<file path="config.mk">
export PLATFORM = sky130hd
export DESIGN_NAME = xmem_arbiter
export DESIGN_NICKNAME = d
export VERILOG_FILES = /design/src/rtl/xmem_arb_pkg.sv /design/src/rtl/xmem_arb_watchdog.sv /design/src/rtl/xmem_arbiter.sv
export SDC_FILE = /design/constraint.sdc
export NUM_CORES = 1
export LEC_CHECK = 0
export ABC_AREA = 1
export BUFFER_PORTS_ARGS = -buffer_cell sky130_fd_sc_hd__buf_2
export CAP_MARGIN = 20
export CORE_AREA = 8 8 119 121
export DETAILED_ROUTE_END_ITERATION = 7
export DIE_AREA = 0 0 127 129
export PLACE_DENSITY = 0.61
export RECOVER_POWER = 25
export SKIP_CTS_REPAIR_TIMING = 1
export SYNTH_ARGS = -nofsm -noshare
export SYNTH_HDL_FRONTEND = slang
export SYNTH_HIERARCHICAL = 1
export SYNTH_SLANG_ARGS = --single-unit
</file>
<file path="constraint.sdc">
create_clock -name clk -period 2.6 [get_ports clk]
set_clock_uncertainty 0.05 [all_clocks]
set_input_delay 0.13 -clock clk [delete_from_list [all_inputs] [get_ports clk]]
set_output_delay 0.13 -clock clk [all_outputs]
set_load 0.1 [all_outputs]
</file>
<file path="src/rtl/xmem_arb_pkg.sv">
// Shared definitions for the external-memory (HyperRAM) Wishbone arbiter.
// Holds the arbiter state encoding and the Wishbone bus widths so the top
// level and any future users agree on one set of numbers.
//   ARB_IDLE  : no owner, arbitration happens here
//   ARB_OWN0  : master 0 (service processor) owns the slave port
//   ARB_OWN1  : master 1 (DMA requester) owns the slave port
//   ARB_ABORT : watchdog fired, waiting for the aborted master to drop cyc
package xmem_arb_pkg;

  localparam int XMEM_ADR_LO = 2;
  localparam int XMEM_DAT_W  = 32;
  localparam int XMEM_SEL_W  = 4;

  typedef enum logic [1:0] {
    ARB_IDLE  = 2'd0,
    ARB_OWN0  = 2'd1,
    ARB_OWN1  = 2'd2,
    ARB_ABORT = 2'd3
  } arb_state_e;

endpackage

</file>
<file path="src/rtl/xmem_arb_watchdog.sv">
// Per-access watchdog for the xmem arbiter.
// Counts cycles while a granted strobe waits for the slave ack and raises
// expire_o on the cycle in which the count has reached TIMEOUT-1.
//   clk, reset_n : clock and asynchronous active-low reset
//   run_i        : a granted strobe is waiting on the slave this cycle
//   clear_i      : restart the count (ack seen, strobe low, or no owner)
//   expire_o     : the waiting access has used up its budget this cycle
module xmem_arb_watchdog #(
  parameter int TIMEOUT = 1024,
  parameter int TO_BITS = 11
) (
  input  logic clk,
  input  logic reset_n,
  input  logic run_i,
  input  logic clear_i,
  output logic expire_o
);

  localparam logic [TO_BITS-1:0] LIMIT = TO_BITS'(TIMEOUT - 1);

  logic [TO_BITS-1:0] count_q;
  logic [TO_BITS-1:0] count_d;

  // Expiry is combinational so the error pulse lands in the same cycle the
  // budget runs out; an ack in that cycle drops run_i and suppresses it.
  assign expire_o = run_i && (count_q == LIMIT);

  // Restart after an expiry as well, so the counter never wraps while the
  // arbiter is moving into its abort state.
  always_comb begin
    count_d = count_q;
    if (clear_i || expire_o) begin
      count_d = '0;
    end else if (run_i) begin
      count_d = count_q + TO_BITS'(1);
    end
  end

  // Counter register.
  always_ff @(posedge clk or negedge reset_n) begin
    if (!reset_n) begin
      count_q <= '0;
    end else begin
      count_q <= count_d;
    end
  end

endmodule

</file>
<file path="src/rtl/xmem_arbiter.sv">
// Two-master Wishbone classic arbiter in front of the HyperRAM slave port.
// Master 0 is the service processor xmem port, master 1 a second requester.
// Grants are round-robin, registered (one cycle of latency) and locked for
// the whole cyc tenure; a watchdog aborts accesses the slave never acks.
//   clk, reset_n    : clock and asynchronous active-low reset
//   m0_* / m1_*     : Wishbone master-side ports (adr, dat, we, sel, stb,
//                     cyc in; dat, ack, err out)
//   s_*             : Wishbone slave-side port towards hyperram_wrapper
//   grant           : one-hot current owner, bit 0 = master 0
//   timeout_count   : saturating number of watchdog aborts
module xmem_arbiter
  import xmem_arb_pkg::*;
#(
  parameter int TIMEOUT = 1024,
  parameter int TO_BITS = 11
) (
  input  logic                            clk,
  input  logic                            reset_n,
  input  logic [XMEM_ADR_LO:XMEM_DAT_W-1] m0_adr_i,
  input  logic [0:XMEM_DAT_W-1]           m0_dat_i,
  output logic [0:XMEM_DAT_W-1]           m0_dat_o,
  input  logic                            m0_we_i,
  input  logic [0:XMEM_SEL_W-1]           m0_sel_i,
  input  logic                            m0_stb_i,
  input  logic                            m0_cyc_i,
  output logic                            m0_ack_o,
  output logic                            m0_err_o,
  input  logic [XMEM_ADR_LO:XMEM_DAT_W-1] m1_adr_i,
  input  logic [0:XMEM_DAT_W-1]           m1_dat_i,
  output logic [0:XMEM_DAT_W-1]           m1_dat_o,
  input  logic                            m1_we_i,
  input  logic [0:XMEM_SEL_W-1]           m1_sel_i,
  input  logic                            m1_stb_i,
  input  logic                            m1_cyc_i,
  output logic                            m1_ack_o,
  output logic                            m1_err_o,
  output logic [XMEM_ADR_LO:XMEM_DAT_W-1] s_adr_o,
  output logic [0:XMEM_DAT_W-1]           s_dat_o,
  input  logic [0:XMEM_DAT_W-1]           s_dat_i,
  output logic                            s_we_o,
  output logic [0:XMEM_SEL_W-1]           s_sel_o,
  output logic                            s_stb_o,
  output logic                            s_cyc_o,
  input  logic                            s_ack_i,
  output logic [0:1]                      grant,
  output logic [0:7]                      timeout_count
);

  arb_state_e state_q, state_d;
  logic       last_q, last_d;
  logic       abortOwner_q, abortOwner_d;
  logic [0:7] timeoutCount_q, timeoutCount_d;

  logic ownStb;
  logic wdRun;
  logic wdClear;
  logic wdExpire;

  // The granted strobe is derived straight from the owner's inputs rather
  // than from s_stb_o so the watchdog path stays free of combinational loops.
  assign ownStb  = ((state_q == ARB_OWN0) && m0_cyc_i && m0_stb_i) ||
                   ((state_q == ARB_OWN1) && m1_cyc_i && m1_stb_i);
  assign wdRun   = ownStb && !s_ack_i;
  assign wdClear = !wdRun;

  xmem_arb_watchdog #(
    .TIMEOUT (TIMEOUT),
    .TO_BITS (TO_BITS)
  ) u_watchdog (
    .clk      (clk),
    .reset_n  (reset_n),
    .run_i    (wdRun),
    .clear_i  (wdClear),
    .expire_o (wdExpire)
  );

  // Errors only ever reach the master that owns the bus when time runs out.
  assign m0_err_o      = (state_q == ARB_OWN0) && wdExpire;
  assign m1_err_o      = (state_q == ARB_OWN1) && wdExpire;
  assign timeout_count = timeoutCount_q;

  // State register; last starts at 1 so master 0 wins the first tie.
  always_ff @(posedge clk or negedge reset_n) begin
    if (!reset_n) begin
      state_q        <= ARB_IDLE;
      last_q         <= 1'b1;
      abortOwner_q   <= 1'b0;
      timeoutCount_q <= '0;
    end else begin
      state_q        <= state_d;
      last_q         <= last_d;
      abortOwner_q   <= abortOwner_d;
      timeoutCount_q <= timeoutCount_d;
    end
  end

  // Next-state logic: arbitration only happens in IDLE, so every tenure is
  // followed by at least one idle cycle and an owner is never preempted.
  always_comb begin
    state_d        = state_q;
    last_d         = last_q;
    abortOwner_d   = abortOwner_q;
    timeoutCount_d = timeoutCount_q;
    case (state_q)
      ARB_IDLE: begin
        if (m0_cyc_i && (!m1_cyc_i || last_q)) begin
          state_d = ARB_OWN0;
          last_d  = 1'b0;
        end else if (m1_cyc_i) begin
          state_d = ARB_OWN1;
          last_d  = 1'b1;
        end
      end
      ARB_OWN0, ARB_OWN1: begin
        if (wdExpire) begin
          state_d      = ARB_ABORT;
          abortOwner_d = (state_q == ARB_OWN1);
          if (timeoutCount_q != 8'hFF) begin
            timeoutCount_d = timeoutCount_q + 8'd1;
          end
        end else if ((state_q == ARB_OWN0) ? !m0_cyc_i : !m1_cyc_i) begin
          state_d = ARB_IDLE;
        end
      end
      ARB_ABORT: begin
        if (abortOwner_q ? !m1_cyc_i : !m0_cyc_i) begin
          state_d = ARB_IDLE;
        end
      end
      default: state_d = ARB_IDLE;
    endcase
  end

  // Output logic: the owner is muxed onto the slave port combinationally;
  // in IDLE and ABORT the slave port is quiet and late acks are dropped.
  always_comb begin
    s_adr_o  = '0;
    s_dat_o  = '0;
    s_we_o   = 1'b0;
    s_sel_o  = '0;
    s_stb_o  = 1'b0;
    s_cyc_o  = 1'b0;
    m0_ack_o = 1'b0;
    m1_ack_o = 1'b0;
    m0_dat_o = s_dat_i;
    m1_dat_o = s_dat_i;
    grant    = 2'b00;
    case (state_q)
      ARB_OWN0: begin
        s_adr_o  = m0_adr_i;
        s_dat_o  = m0_dat_i;
        s_we_o   = m0_we_i;
        s_sel_o  = m0_sel_i;
        s_cyc_o  = m0_cyc_i;
        s_stb_o  = m0_cyc_i && m0_stb_i;
        m0_ack_o = s_ack_i;
        grant    = 2'b10;
      end
      ARB_OWN1: begin
        s_adr_o  = m1_adr_i;
        s_dat_o  = m1_dat_i;
        s_we_o   = m1_we_i;
        s_sel_o  = m1_sel_i;
        s_cyc_o  = m1_cyc_i;
        s_stb_o  = m1_cyc_i && m1_stb_i;
        m1_ack_o = s_ack_i;
        grant    = 2'b01;
      end
      default: begin
      end
    endcase
  end

endmodule

</file>
==> flow_results.org, run 1 <==
** Drt
- The first routing iteration left 103 violations.
- Post-detailed-route count of antenna-violating nets :: 0
- Using the TritonRoute via totals, the vias-per-cell ratio works out to 4.35.
- Summed over all layers, the routed wires come to 13.0 mm.
- Detailed routing inserted a total of 3448 vias.
- The first TritonRoute pass finished after 4 iterations.
- After detailed routing, the average wire length per cell comes to 16.4 um.
- DRC violation count after routing :: 0

** Critical path
- The kind of cell with the highest combined delay along the critical path is buffers and inverters.
- Standard cell with the maximum stage delay on the critical path :: sky130_fd_sc_hd__buf_2
- STA classifies the critical path startpoint as a flip-flop.
- Crit path largest cell delay :: 0.44 ns
- WP data required :: 2.42 ns
- The worst setup path is of the flip-flop to primary output kind.
- The signal on the critical path passes through inv_1 -> ha_2 -> buf_6 -> nand2_1 -> a21oi_1 -> buf_2.
- In this run the worst path has a maximum fanout of 71.
- Buf/Inv on CP :: 3
- The worst setup path is captured at a primary output.
- Data arrival at the endpoint of the critical path :: 2.19 ns

** Floorplanning
- After floorplanning, the core was sized to cover 12300 um2.
- Die extent in x :: 127 um
- For this design the top-level I/O count stands at 320.
- Floorplan die height :: 129 um
- The floorplan has 41 rows.
- The die covers 16400 um2.
- Initial core utilization :: 24.4%

** Global route
- Global-route wire length before repair :: 19.7 mm
- The total overflow left after global routing is 0.
- The via count of the first global-routing pass is 3435.
- Initial antenna violation count :: 0
- Global routing used 15.0% of the available tracks across all layers.
- Maximum number of pins on one net before global-route repair :: 72

** Synth
- The synthesized netlist occupies a cell area of 3000 um2.
- Counting every net in the synthesized netlist gives 676.
- Count of synthesis-stage warnings from yosys :: 6
- A synthesized cell averages 6.06 um2.
- Share of synthesized area occupied by flip-flops and latches :: 19.2%
- In the post-synthesis netlist, the biggest area contributors are sky130_fd_sc_hd__nand2_1 25%, sky130_fd_sc_hd__dfrtp_1 18%, sky130_fd_sc_hd__buf_4 16%, sky130_fd_sc_hd__a21oi_1 12%, sky130_fd_sc_hd__inv_1 3.8%.
- The synthesized design contains 23 register bits.
- Gate Count Post-Synth :: 495
- Number of different library cells in the post-synthesis netlist :: 30
- The share of synthesized area in the top cell type comes to 24.6%.
- Most area-hungry cell type in the Yosys netlist :: sky130_fd_sc_hd__nand2_1

** Placed design
- Number of buffer cells added on primary ports :: 223
- In this run, placement finished with an instance count of 787.
- Summed over all nets, the half-perimeter wirelength after detailed placement is 10.7 mm.
- Routability-driven placement finished with a final weighted congestion of 0.825.
- Before CTS, the worst setup slack after placement is 0.298 ns.

** Final layout
- Once layout is complete, the utilization of the core stands at 40.9%.
- Proportion of layout cells with a drive suffix above 1 :: 48.3%
- The number of antenna diodes in the final layout is 0.
- Relative to the synthesized area, the layout overhead comes to 67.8%.
- # nets final :: 824
- Most common cell after layout, fill and taps aside :: sky130_fd_sc_hd__nand2_1
- The finished layout holds 792 standard cells, fillers aside.
- Leading cell types in the layout, fill and taps excluded :: 197 x sky130_fd_sc_hd__nand2_1, 158 x sky130_fd_sc_hd__buf_2, 67 x sky130_fd_sc_hd__buf_12

** STA
- The worst pin sits at a relative slew slack of 63.8%.
- At the pin with the least slew margin, the transition time is 0.544 ns.
- RSZ-0062 raised after global routing :: no
- Final WS setup :: 0.226 ns
- The number of slew-limit violations in the final report was 0.
- Based on the critical path, the design can be clocked at up to 0.421 GHz.
- After layout, the worst path uses 91.3% of the clock period.
- Total count of hold-check failures in the final report :: 0
- Final critical-path required period :: 2.37 ns
- Final number of setup-violating endpoints :: 0

** Clock tree
- Clock tree from TritonCTS :: yes
- Root Buffer Master :: sky130_fd_sc_hd__clkbuf_16
- For the worst-skew pair, the clock arrives at the later sink with an insertion delay of 0.25 ns.
- The number of clock buffers added by TritonCTS is 3.
- After clock tree synthesis, the clock-pin slew on the worst setup and hold paths is 0.06 ns.
- Number of clock sinks :: 23
- CTS built an H-tree with a depth of 1.
- CTS max path bufs :: 2

** Pwr
- Power spread over the standard cell area amounts to 1530 nW/um2.
- Total power after layout :: 7690 uW
- IR Drop Worst-Case VDD :: 0.000490 V
- Leakage power :: 0.00229 uW

** Outcome
- The flow ran to the end, and the final reports show no timing, DRC or antenna violations.

** Flow run
- Maxcap violations :: 0

** Worst hold path
- The tightest min-delay check is of the input port to flip-flop type.
## state kept, by name, summed over array words and instances, names as in the netlist
name and count:
state_q 2, u_watchdog/count_q 11, abortOwner_q 1, last_q 1, timeout_count 8
## area by class of cell
class | count | area, um2
Fill cell | 1233 | 7280
Tap cell | 150 | 188
Inverter | 33 | 126
Sequential cell | 23 | 577
Multi-Input combinational cell | 352 | 1890
Clock buffer | 4 | 78.8
Timing Repair Buffer | 230 | 2180
## layer usage
layer,global-route usage [%],up-vias,share of wire (%)
met5,0,-,0
met4,2.45,0,0.64
met3,5.01,4,9.1
met2,27.2,155,52
met1,17.1,1504,38
li1,-,1785,-
## path summary, 6_finish.rpt
check | endpoint | from | depth (start not counted) | slack (ns)
worst max register to register | timeout_count[5] | state_q[0] | 13 | 0.39
max in group asynchronous | last_q | reset_n | 2 | 1.81
worst max-delay path | s_adr_o[14] | state_q[1] | 6 | 0.23
worst min-delay path | last_q | m1_cyc_i | 3 | 0.14
min in group asynchronous | u_watchdog/count_q[6] | reset_n | 2 | 0.33
worst min register to register | last_q | last_q | 2 | 0.45
## power by group
part           switching [uW]  leakage [uW]  internal (uW)
clock                     119     0.0000382            209
combinational            4930       0.00194           2030
sequential               21.5      0.000305            388
## stage by stage
stage          TNS [ns]  hold WS, ns  instance area (um2)
6_report              0        0.138                 5030
5_1_grt               0        0.164                 5030
4_1_cts               0       -0.181                 5010
3_5_place_dp          0       0.0910                 4940
3_3_place_gp          0       0.0863                 4940
2_1_floorplan     -3.00       -0.216                 3180
## logic make-up (layout without fill, tap and decap cells)
family                   after synthesis  count (layout)  share of synthesized area [%]
AO/OA/AOI/OAI                         79              79                           13.8
XOR/XNOR                               7               7                           2.04
buffers and inverters                120             267                           24.3
adder cells (fa/ha/maj)                8               8                           3.34
flip-flops                            23              23                           19.2
AND/OR/NAND/NOR                      258             258                           37.3
## cells in the mapped netlist (all sizes together)
library cell and instances:
buf 82, dfrtp 22, ha 8, o21ai 6, xnor2 2, xor2 5, nand3b 1, inv 33
nor3b 3, nor3 3, nand4 7, nor2 28, dfstp 1, nand3 14, a21oi 71, a21o 1
o22ai 1, nand2 202, clkbuf 5
## worst min-delay path, stage by stage
cell and delay [ns]:
sky130_fd_sc_hd__buf_2 0.13, sky130_fd_sc_hd__nand2_1 0.09, sky130_fd_sc_hd__o22ai_1 0.08
(Power assumes the default switching activity.)
==> run 2: changes to the inputs <==
clock period = 2.25 ns   (was 2.6 ns; I/O delays follow)
==> run 2 against run 1 <==
Worst setup slack worse by 0.14 ns. Combinational power is 22% higher. Total power rose by 22%. Critical path depth up 6. Via count up 1.9%. Utilization up 2.1 points. Clock power is 19% higher. Hold slack worse by 0.0085 ns. Die area unchanged. First-iteration DRC count increased by 70%.
==> flow_results.org, run 2 (synthesized netlist as in run 1, its figures left out) <==
** Outcome
- Outcome :: finished, final reports clean

** Critical path
- Endpoint kind of the worst setup timing path :: primary output
- Biggest fanout along the worst timing path :: 4
- WP data required :: 2.09 ns
- The endpoint identified for the worst register-to-register timing path is timeout_count[5].
- Internal reg-to-reg setup slack :: 0.17 ns
- The critical path is of the flip-flop to primary output type.
- FF-to-FF Start :: state_q[1]
- Data arrival at the endpoint of the critical path :: 2.00 ns
- Setup crit start kind :: flip-flop
- R2R cell count :: 14

** Global route
- Global route total overflow :: 0
- Global-route wire length before repair :: 20.0 mm
- Global-route total usage across every layer :: 15.3%
- Entering global routing, the biggest net connects 72 pins.
- Initial antenna violation count :: 1
- Number of global-route vias before repair :: 3402

** Pwr
- Fraction of power consumed by sequential logic :: 5.1%
- Of the total power, the clock network draws 4.2%.
- For this design the ratio of total power to cell area is 1770 nW/um2.
- The internal power of the cells totals 3310 uW.
- Net switching power figure :: 6050 uW
- Combinational cells account for 90.7% of the total power.
- Leakage power :: 0.00235 uW
- In this run switching power makes up 64.6% of total power.
- The worst-case IR drop observed on VDD is 0.000610 V.
- After layout, the design draws a total of 9360 uW.

** STA
- The number of slew-limit violations in the final report came to 0.
- Setup repair after global routing could not meet its margin everywhere.
- Headroom to the max-slew limit came out at 64.5%.
- Total count of hold-check failures in the final report :: 0
- Final critical-path required period :: 2.17 ns
- Dividing the final minimum period by the clock period gives 96.3%.
- Slew @ Worst Pin :: 0.532 ns
- Timing would allow up to 0.462 GHz.
- Final number of setup-violating endpoints :: 0

** Final layout
- Proportion of layout cells with a drive suffix above 1 :: 50.7%
- With fillers left out, the area of the finished cells amounts to 5290 um2.
- The register with the most flip-flops in the layout has 11 of them.
- Leaving out fill and tap cells, the most frequent cell in the layout is sky130_fd_sc_hd__nand2_1.
- The finished layout holds 801 standard cells, fillers aside.
- Leading cell types in the layout, fill and taps excluded :: 195 x sky130_fd_sc_hd__nand2_1, 150 x sky130_fd_sc_hd__buf_2, 77 x sky130_fd_sc_hd__buf_12
- # nets final :: 833
- The number of antenna diodes in the final layout is 0.
- Area growth from synthesis to layout :: 76.4%
- Register with the most flip-flops :: u_watchdog/count_q

** Floorplanning
- The floorplan step defined a die boundary enclosing 16400 um2.
- Die extent in x :: 127 um
- Initial core utilization :: 24.4%
- Top-level port count :: 320
- The core region is 12300 um2.
- Floorplan die height :: 129 um
- Placement Rows :: 41

** Placed design
- The number of placed instances, taps included, is 789.
- Number of buffer cells added on primary ports :: 223
- HPWL after detailed placement :: 10.9 mm
- Routability-driven placement finished with a final weighted congestion of 0.873.
- Dpl cell area :: 5110 um2

** Drt
- DRC violation count after routing :: 0
- After detailed routing, the wire length on met1 is 5.60 mm.
- First drt pass iteration count :: 4
- The routed layout has 3515 vias.
- Met3 Wirelength :: 1.43 mm
- The routed design uses 6.71 mm of met2 wire.
- After the first detailed-routing iteration, the DRC count stood at 175.
- In the routed layout, each cell is associated on average with a via count of 4.39.
- The detail route stage leaves a number of antenna-violating nets equal to 0.
- For this block, the routed nets add up to 13.8 mm of wire.
- In the final routed layout, each cell accounts on average for 17.2 um.
- Highest layer used for signal routing :: met5

** Flow run
- Maxcap violations :: 0

** Clock tree
- CTS max path bufs :: 2
- Insertion delay of the later-clocked pin in the worst-skew pair :: 0.25 ns
- H-tree Lvls :: 1
- Register clock-pin slew on the reported worst setup and hold paths :: 0.06 ns
- For this design, the sink count on the clock tree is 23.
- Counting the buffers created by CTS gives 3.
- Root Buffer Master :: sky130_fd_sc_hd__clkbuf_16
- TritonCTS built the clock tree.

** Worst hold path
- Worst hold stages :: 3
- Beginning of the worst hold path :: m1_cyc_i
- Endpoint of the worst hold-timing path :: last_q
- The min-delay analysis places its worst path in the category input port to flip-flop.
[run 2: cell types whose count changed in the layout (fill, tap and decap cells not counted), sizes merged]
cell      before  now
clkinv         0    1
clkinvlp       0    2
inv           33   30
buf          229  238
[run 2: through the flow]
stage	util, %	hold slack, ns	setup slack, ns	TNS [ns]
after global placement	41.5	0.0758	0.244	0
after detailed placement	41.5	0.0753	0.185	0
after global routing	43.0	0.154	-0.0449	-0.0765
after floorplan	-	-0.233	-0.538	-9.31
after CTS	42.1	-0.201	-0.0722	-0.135
final	43.0	0.130	0.0836	0
[run 2: cell type report]
| cell class | instances | area, um2 |
|---|---|---|
| well taps | 150 | 188 |
| fillers | 1256 | 7020 |
| multi-input cells | 352 | 1920 |
| inverters | 33 | 135 |
| flip-flops and latches | 23 | 579 |
| repair buffers | 239 | 2390 |
| clock buffers | 4 | 78.8 |
[run 2: worst max path at each step]
stage	from	endpoint	cells past startpoint
finish	state_q[1]	m0_err_o	12
global route	state_q[1]	m1_err_o	12
CTS	state_q[0]	m0_err_o	12
detailed placement	state_q[0]	timeout_count[5]	13
global placement	state_q[0]	timeout_count[5]	13
floorplan	state_q[0]	s_dat_o[13]	6
[run 2: worst max-delay path: stages (launching register included)]
cell and delay (ns):
sky130_fd_sc_hd__dfrtp_2 0.44, sky130_fd_sc_hd__inv_2 0.10, sky130_fd_sc_hd__ha_4 0.15, sky130_fd_sc_hd__nand3_1 0.07, sky130_fd_sc_hd__nand2_1 0.08, sky130_fd_sc_hd__inv_2 0.05, sky130_fd_sc_hd__nor2_4 0.11, sky130_fd_sc_hd__nand4_1 0.12
sky130_fd_sc_hd__nor2_2 0.17, sky130_fd_sc_hd__buf_6 0.13, sky130_fd_sc_hd__nand2_2 0.06, sky130_fd_sc_hd__clkinvlp_4 0.09, sky130_fd_sc_hd__buf_12 0.17
[run 2: layer usage]
layer | vias to the layer above | global-route usage [%]
li1 | 1798 | -
met1 | 1536 | 18.3
met2 | 174 | 26.2
met3 | 5 | 6.58
met4 | 2 | 0.910
met5 | - | 0
[run 2: power by group through the flow]
stage / sequential (uW) / combinational [uW] / clock, uW
after CTS: 479 / 8440 / 398
after global routing: 483 / 8780 / 416
after global placement: 482 / 8400 / 0
final: 480 / 8490 / 390
after floorplan: 476 / 5940 / 0
after detailed placement: 487 / 8400 / 0
==> run 3: changes to the inputs <==
SETUP_SLACK_MARGIN = 0.3   (was default)
==> run 3 against run 2 <==
Sequential power is 1% lower. Sequential share of layout area is 1.1 points lower. Count of clock-buffer cells in the layout stayed put. Routed wire length is 5.2% higher. Register-to-register slack better by 0.05 ns. Cell count is 1.4% higher. First-iteration DRC count is 1.1% lower. Clock power hardly changed. Critical path type unchanged. Largest cell class unchanged.
==> flow_results.org, run 3 (synthesized netlist as in run 1, its figures left out) <==
** Pwr
- The design draws 10400 uW.
- Leakage power :: 0.00245 uW
- Power density over the cells :: 1760 nW/um2
- IR Drop Worst-Case VDD :: 0.00113 V

** Global route
- Initial antenna violation count :: 1
- Global-route wire length before repair :: 20.5 mm
- Across every metal layer, demand over resource in global routing totals 15.6%.
- Entering global routing, the biggest net connects 72 pins.
- The via count of the first global-routing pass is 3599.
- Global route total overflow :: 0

** STA
- In the final timing run, aggregate negative setup slack is 0 ns.
- Maximum clock frequency :: 0.473 GHz
- Total count of hold-check failures in the final report :: 0
- In this run the tightest slew margin relative to its limit is 64.6%.
- Hold is met by 0.122 ns.
- Period Utilization, post-route :: 94.1%
- Count of final max-slew check failures :: 0
- Final number of setup-violating endpoints :: 0
- For the finished layout, the period the worst path requires is 2.12 ns.
- Slew @ Worst Pin :: 0.532 ns
- RSZ-0062 raised after global routing :: yes

** Critical path
- Among all stages on the critical path, the largest delay is contributed by sky130_fd_sc_hd__dfrtp_1.
- The kind of cell with the highest combined delay along the critical path is simple AND/OR/NAND/NOR gates.
- WP data required :: 2.09 ns
- Endpoint kind of the worst setup timing path :: primary output
- For the worst setup path, the data arrival time is 1.95 ns.
- On the worst path, the slowest cell contributes a delay of 0.40 ns.
- The critical path in this run is classified as flip-flop to primary output.
- Setup crit start kind :: flip-flop
- The critical path goes through inv_2 -> ha_4 -> nand3_2 -> nand2_2 -> inv_2 -> nor2_4 -> nand4_1 -> nor2_4 -> nand2_2 -> clkinvlp_4 -> buf_12.
- Counting both buffers and inverters, the worst setup path holds a total of 4.
- Of all nets on the critical path, the largest fanout is 3.

** Drt
- After detailed routing, the average wire length per cell comes to 17.8 um.
- Via total after detailed routing :: 3676
- Via-per-instance ratio :: 4.53
- The first detailed-routing pass took 4 iterations.
- Wires add up to 14.5 mm.
- Once detail routing completed, the nets flagged for antenna violations numbered 0.
- The detailed router finished its first iteration with 173 violations.
- After detailed routing, the number of remaining DRC violations is 0.

** Floorplanning
- The initialized floorplan defines 41 standard-cell rows.
- Top-level port count :: 320
- Area enclosed by the die boundary :: 16400 um2
- For this configuration, the core starts out at a cell density of 24.4%.
- Standard cell core area :: 12300 um2
- In this run the horizontal extent of the chip is 127 um.
- Floorplan die height :: 129 um

** Outcome
- The run finished with clean final reports.

** Placed design
- The HPWL after detailed placement is 11.6 mm.
- The count of buffers added on input and output ports is 223.
- Dpl cell area :: 5360 um2
- Routability-driven placement finished with a final weighted congestion of 0.890.

** Clock tree
- Root Buffer Master :: sky130_fd_sc_hd__clkbuf_16
- Insertion delay of the later-clocked pin in the worst-skew pair :: 0.26 ns
- Number of clock buffers inserted by TritonCTS :: 3
- Counting along the longest clock path gives a buffer depth of 2.
- Register clock-pin slew on the reported worst setup and hold paths :: 0.06 ns
- H-tree Lvls :: 1
- TritonCTS built the clock tree.
- Number of clock sinks :: 23

** Final layout
- Area growth from synthesis to layout :: 96.1%
- In the layout the commonest cells are 193 x sky130_fd_sc_hd__nand2_1, 150 x sky130_fd_sc_hd__buf_2, 77 x sky130_fd_sc_hd__buf_12.
- Ranked by flip-flop count, first place goes to u_watchdog/count_q.
- Of the cells placed in the final design, the portion with a size suffix greater than 1 is 55.7%.
- # nets final :: 843
- The register with the most flip-flops in the layout has 11 of them.
- Leaving out fill and tap cells, the most frequent cell in the layout is sky130_fd_sc_hd__nand2_1.
- After routing the design area is 5880 um2.

** Flow run
- The tool flagged a number of max-cap violations equal to 0.

** Worst hold path
- The tightest min-delay check is of the input port to flip-flop type.
## run 3: cell count changes in the layout (fill, tap and decap cells not counted), moves of 2 or more
cell | before | now
sky130_fd_sc_hd__a21oi_4 | 0 | 43
sky130_fd_sc_hd__a21oi_2 | 50 | 26
sky130_fd_sc_hd__a21oi_1 | 21 | 2
sky130_fd_sc_hd__buf_4 | 9 | 15
sky130_fd_sc_hd__nand3_1 | 13 | 10
sky130_fd_sc_hd__nand3_2 | 1 | 4
sky130_fd_sc_hd__nor2_2 | 8 | 5
sky130_fd_sc_hd__nor2_4 | 6 | 9
sky130_fd_sc_hd__nor3b_1 | 3 | 0
sky130_fd_sc_hd__nor3b_2 | 0 | 3
sky130_fd_sc_hd__nand2_1 | 195 | 193
## run 3: area by class of cell
class	instances	area [um2]
Timing Repair Buffer	249	2520
Sequential cell	23	578
Inverter	33	149
Tap cell	150	188
Fill cell	1092	6430
Clock buffer	4	78.8
Multi-Input combinational cell	352	2370
Antenna cell	1	2.50
## run 3: worst min-delay path, cell delays in order
cell	delay, ns
sky130_fd_sc_hd__buf_2	0.14
sky130_fd_sc_hd__nand2_1	0.09
sky130_fd_sc_hd__o22ai_1	0.07
## run 3: per-stage QoR
stage,util (%),std cells,setup WS (ns)
global placement,43.6,792,0.119
detailed placement,43.6,792,0.0443
floorplan,-,495,0.0982
finish,47.8,812,0.134
CTS,44.2,796,-0.169
global route,47.8,812,0.0374
## run 3: path summary, 6_finish.rpt
| kind | from | endpoint | slack (ns) | cells past startpoint |
|---|---|---|---|---|
| setup / recovery | state_q[0] | m1_err_o | 0.13 | 11 |
| hold / removal | m1_cyc_i | last_q | 0.12 | 3 |
| setup reg to reg | state_q[0] | timeout_count[5] | 0.22 | 14 |
| hold reg to reg | last_q | last_q | 0.44 | 2 |
| max in group asynchronous | reset_n | state_q[1] | 1.45 | 2 |
| min in group asynchronous | reset_n | u_watchdog/count_q[3] | 0.31 | 2 |
## run 3: per-layer routing
| metal | share of wire, % | GRT usage (%) | up-vias |
|---|---|---|---|
| met1 | 38 | 18.4 | 1640 |
| met4 | 1.1 | 3.71 | 0 |
| li1 | - | - | 1827 |
| met3 | 9.4 | 5.50 | 20 |
| met5 | 0 | 0 | - |
| met2 | 52 | 26.6 | 189 |
## run 3: report_power, final
part	leakage (uW)	internal [uW]	switching (uW)
sequential	0.000304	450	25.1
combinational	0.00211	3100	6410
clock	0.0000382	242	147
total	0.00245	3790	6580
